File: config.mk
export PLATFORM = sky130hd
export DESIGN_NAME = iob_cpu_native_bridge
export DESIGN_NICKNAME = d
export VERILOG_FILES = /design/src/rtl/iob_cpu_native_bridge_pkg.sv /design/src/rtl/iob_cpu_bridge_tmr.sv /design/src/rtl/iob_cpu_native_bridge.sv
export SDC_FILE = /design/constraint.sdc
export NUM_CORES = 1
export LEC_CHECK = 0
export BUFFER_PORTS_ARGS = -buffer_cell sky130_fd_sc_hd__clkbuf_2
export CORE_UTILIZATION = 52
export DETAILED_ROUTE_END_ITERATION = 10
export PLACE_DENSITY = 0.95
export SLEW_MARGIN = 10
export SYNTH_ARGS = -nofsm -noshare
export SYNTH_HDL_FRONTEND = slang
export SYNTH_SLANG_ARGS = --single-unit
File: constraint.sdc
create_clock -name clk_i -period 5.6 [get_ports clk_i]
set_input_delay 1.12 -clock clk_i [delete_from_list [all_inputs] [get_ports clk_i]]
set_output_delay 1.12 -clock clk_i [all_outputs]
set_load 0.005 [all_outputs]
File: src/rtl/iob_cpu_native_bridge_pkg.sv
// Shared types and defaults for the CPU native-port to IOb-native bridge.
package iob_cpu_native_bridge_pkg;

    typedef enum logic [1:0] {
        StIdle  = 2'd0,
        StReq   = 2'd1,
        StWaitR = 2'd2,
        StDone  = 2'd3
    } bridge_state_e;

    localparam logic [31:0] ErrDataDefault = 32'hDEADBEEF;

endpackage

File: src/rtl/iob_cpu_bridge_tmr.sv
// Access timeout counter: clears on request start, counts active cycles, flags the terminal count.
module iob_cpu_bridge_tmr #(
    parameter int unsigned TIMEOUT = 1024
) (
    input  logic clk_i,
    input  logic arst_n_i,
    input  logic cke_i,
    input  logic clr_i,
    input  logic en_i,
    output logic done_o
);

    localparam int unsigned CntW = (TIMEOUT > 1) ? $clog2(TIMEOUT) : 1;
    localparam logic [CntW-1:0] Term = CntW'((TIMEOUT > 0) ? TIMEOUT - 1 : 0);

    logic [CntW-1:0] cnt_q, cnt_d;

    // Saturate at the terminal count so an expired budget stays expired.
    always_comb begin
        cnt_d = cnt_q;
        if (clr_i) begin
            cnt_d = '0;
        end else if (en_i && (cnt_q != Term)) begin
            cnt_d = cnt_q + CntW'(1);
        end
    end

    always_ff @(posedge clk_i or negedge arst_n_i) begin
        if (!arst_n_i) begin
            cnt_q <= '0;
        end else if (cke_i) begin
            cnt_q <= cnt_d;
        end
    end

    assign done_o = (TIMEOUT != 0) && en_i && (cnt_q == Term);

endmodule

File: src/rtl/iob_cpu_native_bridge.sv
// Routes a PicoRV32-style native memory request to one of N IOb-native buses by address,
// with boot-time instruction remap, write acknowledge and timeout error response.
module iob_cpu_native_bridge
    import iob_cpu_native_bridge_pkg::*;
#(
    parameter int unsigned       ADDR_W   = 32,
    parameter int unsigned       DATA_W   = 32,
    parameter int unsigned       N_SLAVES = 2,
    parameter int unsigned       BOOT_SEL = 0,
    parameter int unsigned       TIMEOUT  = 1024,
    parameter logic [DATA_W-1:0] ERR_DATA = DATA_W'(ErrDataDefault)
) (
    input  logic                           clk_i,
    input  logic                           arst_n_i,
    input  logic                           cke_i,
    input  logic                           boot_i,
    input  logic                           cpu_valid_i,
    input  logic                           cpu_instr_i,
    input  logic [ADDR_W-1:0]              cpu_addr_i,
    input  logic [DATA_W-1:0]              cpu_wdata_i,
    input  logic [DATA_W/8-1:0]            cpu_wstrb_i,
    output logic                           cpu_ready_o,
    output logic [DATA_W-1:0]              cpu_rdata_o,
    output logic                           err_o,
    output logic                           err_sticky_o,
    output logic [N_SLAVES-1:0]            iob_avalid_o,
    output logic [N_SLAVES*ADDR_W-1:0]     iob_addr_o,
    output logic [N_SLAVES*DATA_W-1:0]     iob_wdata_o,
    output logic [N_SLAVES*DATA_W/8-1:0]   iob_wstrb_o,
    input  logic [N_SLAVES*DATA_W-1:0]     iob_rdata_i,
    input  logic [N_SLAVES-1:0]            iob_rvalid_i,
    input  logic [N_SLAVES-1:0]            iob_ready_i
);

    localparam int unsigned SEL_W  = $clog2(N_SLAVES);
    localparam int unsigned STRB_W = DATA_W / 8;

    bridge_state_e                state_q, state_d;
    logic [SEL_W-1:0]             sel_q, sel_d, sel_in;
    logic                         sel_in_ok;
    logic [N_SLAVES-1:0]          avalid_q, avalid_d;
    logic [N_SLAVES*ADDR_W-1:0]   addr_q, addr_d;
    logic [N_SLAVES*DATA_W-1:0]   wdata_q, wdata_d;
    logic [N_SLAVES*STRB_W-1:0]   wstrb_q, wstrb_d;
    logic                         ready_q, ready_d;
    logic                         err_q, err_d;
    logic                         sticky_q, sticky_d;
    logic [DATA_W-1:0]            rdata_q, rdata_d;
    logic                         tmr_clr, tmr_en, tmr_done;
    logic                         to_err;
    logic                         sel_ready, sel_rvalid, sel_write;
    logic [DATA_W-1:0]            sel_rdata;

    always_comb begin
        sel_in = cpu_addr_i[ADDR_W-1 -: SEL_W];
        if (cpu_instr_i && boot_i) begin
            sel_in = SEL_W'(BOOT_SEL);
        end
    end

    assign sel_in_ok = 32'(sel_in) < N_SLAVES;

    // Only the captured slave's handshake lines are ever looked at.
    always_comb begin
        sel_ready  = 1'b0;
        sel_rvalid = 1'b0;
        sel_write  = 1'b0;
        sel_rdata  = '0;
        for (int i = 0; i < int'(N_SLAVES); i++) begin
            if (sel_q == SEL_W'(i)) begin
                sel_ready  = iob_ready_i[i];
                sel_rvalid = iob_rvalid_i[i];
                sel_write  = |wstrb_q[i*STRB_W +: STRB_W];
                sel_rdata  = iob_rdata_i[i*DATA_W +: DATA_W];
            end
        end
    end

    assign tmr_en = (state_q == StReq) || (state_q == StWaitR);

    iob_cpu_bridge_tmr #(
        .TIMEOUT (TIMEOUT)
    ) u_tmr (
        .clk_i    (clk_i),
        .arst_n_i (arst_n_i),
        .cke_i    (cke_i),
        .clr_i    (tmr_clr),
        .en_i     (tmr_en),
        .done_o   (tmr_done)
    );

    always_comb begin
        state_d  = state_q;
        sel_d    = sel_q;
        avalid_d = avalid_q;
        addr_d   = addr_q;
        wdata_d  = wdata_q;
        wstrb_d  = wstrb_q;
        ready_d  = 1'b0;
        err_d    = 1'b0;
        sticky_d = sticky_q;
        rdata_d  = rdata_q;
        tmr_clr  = 1'b0;
        to_err   = 1'b0;

        unique case (state_q)
            StIdle: begin
                if (cpu_valid_i) begin
                    sel_d    = sel_in;
                    avalid_d = '0;
                    addr_d   = '0;
                    wdata_d  = '0;
                    wstrb_d  = '0;
                    if (sel_in_ok) begin
                        for (int i = 0; i < int'(N_SLAVES); i++) begin
                            if (sel_in == SEL_W'(i)) begin
                                avalid_d[i]                   = 1'b1;
                                addr_d[i*ADDR_W +: ADDR_W]    = cpu_addr_i;
                                wdata_d[i*DATA_W +: DATA_W]   = cpu_wdata_i;
                                wstrb_d[i*STRB_W +: STRB_W]   = cpu_wstrb_i;
                            end
                        end
                        tmr_clr = 1'b1;
                        state_d = StReq;
                    end else begin
                        to_err = 1'b1;
                    end
                end
            end
            StReq: begin
                // A response coinciding with expiry takes priority over the error.
                if (sel_ready) begin
                    avalid_d = '0;
                    if (sel_write) begin
                        state_d = StDone;
                        ready_d = 1'b1;
                        rdata_d = '0;
                    end else begin
                        state_d = StWaitR;
                    end
                end else if (tmr_done) begin
                    to_err = 1'b1;
                end
            end
            StWaitR: begin
                if (sel_rvalid) begin
                    state_d = StDone;
                    ready_d = 1'b1;
                    rdata_d = sel_rdata;
                end else if (tmr_done) begin
                    to_err = 1'b1;
                end
            end
            StDone: begin
                state_d = StIdle;
            end
            default: begin
                state_d = StIdle;
            end
        endcase

        if (to_err) begin
            state_d  = StDone;
            avalid_d = '0;
            ready_d  = 1'b1;
            err_d    = 1'b1;
            sticky_d = 1'b1;
            rdata_d  = ERR_DATA;
        end
    end

    always_ff @(posedge clk_i or negedge arst_n_i) begin
        if (!arst_n_i) begin
            state_q  <= StIdle;
            sel_q    <= '0;
            avalid_q <= '0;
            addr_q   <= '0;
            wdata_q  <= '0;
            wstrb_q  <= '0;
            ready_q  <= 1'b0;
            err_q    <= 1'b0;
            sticky_q <= 1'b0;
            rdata_q  <= '0;
        end else if (cke_i) begin
            state_q  <= state_d;
            sel_q    <= sel_d;
            avalid_q <= avalid_d;
            addr_q   <= addr_d;
            wdata_q  <= wdata_d;
            wstrb_q  <= wstrb_d;
            ready_q  <= ready_d;
            err_q    <= err_d;
            sticky_q <= sticky_d;
            rdata_q  <= rdata_d;
        end
    end

    assign cpu_ready_o  = ready_q;
    assign cpu_rdata_o  = rdata_q;
    assign err_o        = err_q;
    assign err_sticky_o = sticky_q;
    assign iob_avalid_o = avalid_q;
    assign iob_addr_o   = addr_q;
    assign iob_wdata_o  = wdata_q;
    assign iob_wstrb_o  = wstrb_q;

endmodule

After elaboration in Yosys (flattened, before gate mapping)
Index checks and enable logic that the tools add are counted.
- register bits: 186
- bits of input ports: 142
- output and inout bits: 173
- add/subtract/negate cells: 1
- equal/unequal tests: 9
- multiplexer cells: 42
- reductions and logical operators: 16
- operator list (operator ; number):
    $mux 32 ; 9
    $pmux 32 s2 ; 1
    $mux 10 ; 2
    $mux 1 ; 17
    $mux 2 ; 7
    $ne 3x3->1 const B ; 4
    $add 10x1->10 const B ; 1
    $eq 10x10->1 const B ; 1
    $ne 10x10->1 const B ; 1
    $mux 4 ; 2
    $pmux 2 s4 ; 1
    $reduce_and 4->1 ; 2
    $reduce_or 4->1 ; 2
    $reduce_bool 3->1 ; 2
    $reduce_and 5->1 ; 1
    $eq 2x2->1 const B ; 2
    $pmux 1 s2 ; 2
    $pmux 2 s2 ; 1
    $reduce_and 2->1 ; 2
    $logic_and 1x1->1 ; 3
    $reduce_and 3->1 ; 1
    $eq 2x1->1 const B ; 1
    $logic_not 2->1 ; 1
    $reduce_bool 2->1 ; 1
    $logic_or 1x1->1 ; 1

Logic depth before layout (Yosys ltp)
- word-level depth: 8
- mapped depth: 8
- gate-level depth less buffers: 7

By module
From an unflattened synthesis, not the netlist that was laid out.
- cell total of the unflattened synthesis: 577
- area total of the unflattened synthesis: 7746.2 µm²
- modules (own cells, without submodules) (module ; times used ; cells an instance ; area each (µm²) ; sequential area each (µm²)):
    iob_cpu_native_bridge ; 1 ; 517 ; 7145.6 ; 4379.2
    iob_cpu_bridge_tmr ; 1 ; 60 ; 600.6 ; 250.2

Worst setup path before layout
OpenSTA, ideal clock, no wires.
- path kind: input-to-reg
- start point: in iob_ready_i[0]
- end point: reg rdata_q[10], in the netlist cpu_rdata_o[10]
- library setup time: 0.073 ns
- arrival: 2.640 ns
- required time: 5.527 ns
- slack: 2.887 ns
- stages: 6
- cells stage by stage: mux2_4 > a2bb2oi_2 > or4b_4 > a21oi_4 > buf_6 > a2bb2oi_2
- cells in the longest elaborated chain, start to end: 5
- RTL lines (item ; RTL line ; text):
    start: declaration ; iob_cpu_native_bridge.sv:32 ; input logic [N_SLAVES-1:0] iob_ready_i
    $mux 1 * ; iob_cpu_native_bridge.sv:70 ; if (sel_q == SEL_W'(i)) begin
    $mux 1 ; iob_cpu_native_bridge.sv:132 ; if (sel_ready) begin
    $pmux 1 s2 ; iob_cpu_native_bridge.sv:106 ; unique case (state_q)
    $ne 3x3->1 (no line) or $reduce_bool 3->1 (tied branches) ; - ;
    $reduce_and 5->1 (no line) ; - ;
    end signal: assignment ; iob_cpu_native_bridge.sv:194 ; rdata_q <= rdata_d;
    end: declaration ; iob_cpu_native_bridge.sv:48 ; logic [DATA_W-1:0] rdata_q, rdata_d;
Mark *: on every way between the ends. The rest lies on a longest branch, timed or not.
A chain may end at the register's enable or synchronous reset.

Worst setup path after layout
- start point: reg state_q[0]
- end point: reg rdata_q[0], in the netlist cpu_rdata_o[0]
- cells in the longest elaborated chain, start to end: 8
- RTL lines (item ; RTL line ; text):
    start: declaration ; iob_cpu_native_bridge.sv:38 ; bridge_state_e state_q, state_d;
    start signal: assignment ; iob_cpu_native_bridge.sv:174 ; state_q <= StIdle;
    start signal: assignment ; iob_cpu_native_bridge.sv:185 ; state_q <= state_d;
    $eq 2x1->1 or $eq 2x2->1 (tied branches) ; iob_cpu_native_bridge.sv:79, iob_cpu_native_bridge.sv:106 ;
    $logic_or 1x1->1 ; iob_cpu_native_bridge.sv:79 ; assign tmr_en = (state_q == StReq) || (state_q == StWaitR);
    $logic_and 1x1->1 ; iob_cpu_bridge_tmr.sv:36 ; assign done_o = (TIMEOUT != 0) && en_i && (cnt_q == Term);
    $mux 1 ; iob_cpu_native_bridge.sv:141, iob_cpu_native_bridge.sv:150 ;
    $mux 1 (on tied branches) ; iob_cpu_native_bridge.sv:146, iob_cpu_native_bridge.sv:132 ;
    $pmux 1 s2 ; iob_cpu_native_bridge.sv:106 ;
    $ne 3x3->1 (no line) or $reduce_bool 3->1 (tied branches) ; - ;
    $reduce_and 5->1 (no line) ; - ;
Several ways; a longest one is shown, not always the timed one.

==> run metrics <==
Tmin final=between 3 and 4 ns; Crit Path Max Fanout=32; warnings from Yosys=0; Final period util=between 60% and 70%; antenna cells=0; status=completed; dpl cell area=around 0.009 sq mm; Layout Nets=between 900 and 1000; # Post-CTS Setup Buffers=0; TritonCTS clock tree=yes; drt first-iter violations=~340; vias in the first global route=6100; die width=122 um; Die Ht=roughly 120 um; Final Util=~70%; slack of the critical path=roughly 2.1 ns; Mean Syn Cell Area=about 14 sq um; Slew headroom=21.5%; critical path data arrival time=3.83 ns; Mapped Area=around 0.0075 sq mm; cell chain of the critical path=inv_1 > ha_1 > a2bb2oi_2 > or4b_4 > a21oi_4 > a2bb2oi_1; Worst Setup End Kind=register; crit-path leading delay family=compound AO/OA/AOI/OAI gates; Core Footprint=approximately 0.014 sq mm; initial antenna violation count=0; Leak=5.11 nW; final hold violations=0; clk slew on worst S/H paths=approximately 0.07 ns; Finished Cell Area=between 0.009 and 0.01 sq mm; cell count after synthesis=around 560; gpl congestion=0.803; fraction of layout cells with a size suffix above 1=47.1%; root buf cell=clkbuf_16; Post-Synthesis Net Count=about 700; Setup Viol. Count Final=0; Critical path buffers and inverters=1; CTS Hold Buffers Added=0; part of the Yosys area used for sequential elements=between 60% and 70%; initial core utilization=53.6%; Hold Crit Class=reg2reg; crit start category=register; worst-case clock buffer depth=2; CTS H-Tree Depth=4; Num CTS Buffers=17; routed vias/inst=between 5 and 6; Avg WL per Cell=roughly 19 um; 1st-pass router iterations=5; Layout area overhead=30.8%; CTS sink cnt=between 150 and 200; Row Count=between 40 and 50; pre-CTS WS=around 2 ns; dpl cells=about 1000; setup TNS=0 ns; Synth top area share=about three fifths; RSZ-0062 raised after global routing=false; die area=0.0149 sq mm; Cell variety after synth=between 40 and 50; CP Class=reg2reg; largest area contributor in the netlist=dfrtp_1; critical path required time=~6 ns; Worst path max stage delay=around 0.92 ns; I/O pin count=between 300 and 400; latest clock arrival within the worst-skew pair=0.42 ns; gr usage total=approximately 28%; Fmax=~0.28 GHz; max-cap check violation count=0; max-slew violation count=0; Worst Tran Pin Value=~1.2 ns; PwrDens=approximately 550 mW/mm^2; largest net degree at the start of global routing=between 100 and 150; DR vias=6049; final wirelength=slightly above 20000 um; post_cts resized=0; CP max-delay cell=a21oi_4; first-pass GRT wire length=~32000 um; total grt overflow=0; DP HPWL=14200 um; Routed Antenna Nets=0; r2r setup slk=roughly 2.1 ns; VDD IR max=about 0.32 mV; Worst Clk Skew=0.00817 ns; Non-Filler Instances=between 1000 and 1500; post-synthesis register bit count=185; Post-route DRC=0; synth top area cells=dfrtp_1 (62%), a22o_1 (16%), a2bb2oi_2 (4.6%); IO buf count=~310
cell usage after synthesis (all sizes together):
| library cell | number |
|---|---|
| a31oi | 2 |
| o31ai | 1 |
| a22o | 134 |
| o2111a | 1 |
| or4b | 1 |
| and3 | 5 |
| inv | 16 |
| a22oi | 1 |
| xor2 | 8 |
| dfrtp | 185 |
| o221ai | 1 |
| mux2 | 25 |
| nand4 | 3 |
| nor2 | 14 |
| o21ai | 5 |
| nor3 | 1 |
| o22ai | 10 |
| and4 | 1 |
| a32oi | 2 |
| and2 | 2 |
| o41ai | 1 |
| a21o | 3 |
| nor4 | 2 |
| xnor2 | 1 |
| buf | 11 |
| clkbuf | 32 |
| nand2 | 37 |
| a2bb2oi | 25 |
| or2 | 1 |
| ha | 4 |
| nand3 | 4 |
| a21oi | 3 |
| a41oi | 1 |
| o2bb2ai | 2 |
| mux2i | 10 |
placed cells by master, fill, tap and decap left out, types with 3 or more instances in the layout:
| cell | netlist | final |
|---|---|---|
| xor2_1 | 8 | 8 |
| o21ai_0 | 5 | 5 |
| bufinv_16 | 0 | 4 |
| inv_1 | 16 | 16 |
| clkbuf_16 | 0 | 17 |
| inv_6 | 0 | 3 |
| buf_4 | 1 | 7 |
| mux2i_1 | 10 | 10 |
| a2bb2oi_2 | 23 | 23 |
| and3_1 | 5 | 5 |
| nor2_1 | 14 | 12 |
| nand3_1 | 4 | 4 |
| ha_1 | 4 | 4 |
| dfrtp_1 | 185 | 184 |
| o22ai_1 | 10 | 10 |
| nand2_1 | 37 | 36 |
| nand4_1 | 3 | 3 |
| clkinv_2 | 0 | 3 |
| clkbuf_2 | 1 | 313 |
| mux2_2 | 24 | 24 |
| a22o_1 | 134 | 134 |
| a21o_1 | 3 | 3 |
worst reg2reg max path, delay by kind of cell, from the launching register on:
kind / cells / cell delay, ns
AO/OA/AOI/OAI: 3 / 1.39
adder cells (fa/ha/maj): 1 / 0.86
buffers and inverters: 1 / 0.14
flip-flops: 1 / 0.40
AND/OR/NAND/NOR: 1 / 0.63
worst paths after layout:
| path | startpoint | end | cells past startpoint |
|---|---|---|---|
| min in group asynchronous | arst_n_i | cpu_rdata_o[6]$_DFFE_PN0P_ | 1 |
| max in group asynchronous | arst_n_i | iob_addr_o[51]$_DFFE_PN0P_ | 2 |
| setup / recovery | state_q[0]$_DFFE_PN0P_ | cpu_rdata_o[0]$_DFFE_PN0P_ | 6 |
| hold reg to reg | err_sticky_o$_DFFE_PN0P_ | err_sticky_o$_DFFE_PN0P_ | 1 |
| setup reg to reg | state_q[0]$_DFFE_PN0P_ | cpu_rdata_o[0]$_DFFE_PN0P_ | 6 |
| hold / removal | err_sticky_o$_DFFE_PN0P_ | err_sticky_o$_DFFE_PN0P_ | 1 |
per-layer routing:
layer	vias up	track usage [%]	wire length (um)
li1	2691	-	-
met1	3002	34.4	7750
met2	312	48.2	10500
met3	44	6.37	1470
met4	0	13.0	618
met5	-	0	0
flip-flops by register name (all words and copies together), names as in the netlist:
register / cells
iob_wstrb_o: 8
cpu_rdata_o: 32
err_sticky_o: 1
iob_addr_o: 63
err_o: 1
state_q: 2
u_tmr.cnt_q: 10
sel_q: 1
iob_avalid_o: 2
iob_wdata_o: 64
cpu_ready_o: 1
power by group:
part | switching (mW) | internal (mW) | total, mW
sequential | 0.372 | 1.87 | 2.24
clock | 0.510 | 0.751 | 1.26
combinational | 0.883 | 1.01 | 1.90
layout make-up:
| class | count | area (sq um) |
|---|---|---|
| Clock inverter | 14 | 194 |
| Fill cell | 963 | 4190 |
| Timing Repair Buffer | 321 | 1630 |
| Tap cell | 180 | 225 |
| Clock buffer | 18 | 429 |
| Multi-Input combinational cell | 311 | 2630 |
| Inverter | 16 | 60.1 |
| Sequential cell | 185 | 4630 |
stage by stage:
step	hold WS, ns	power, mW
final	0.496	5.40
after floorplan	0.465	3.27
after global routing	0.515	5.70
after global placement	0.467	4.03
after CTS	0.497	5.42
after detailed placement	0.483	4.14
kinds of logic after synthesis:
| logic type | count (synthesis) | synth area share, % |
|---|---|---|
| flops | 185 | 61.8 |
| buf+inv | 59 | 3.42 |
| compound gates | 192 | 23.7 |
| simple gates | 71 | 4.27 |
| xor+xnor | 9 | 1.05 |
| fa+ha+maj | 4 | 0.668 |
| mux | 35 | 5.14 |
(Power assumes the default switching activity.)
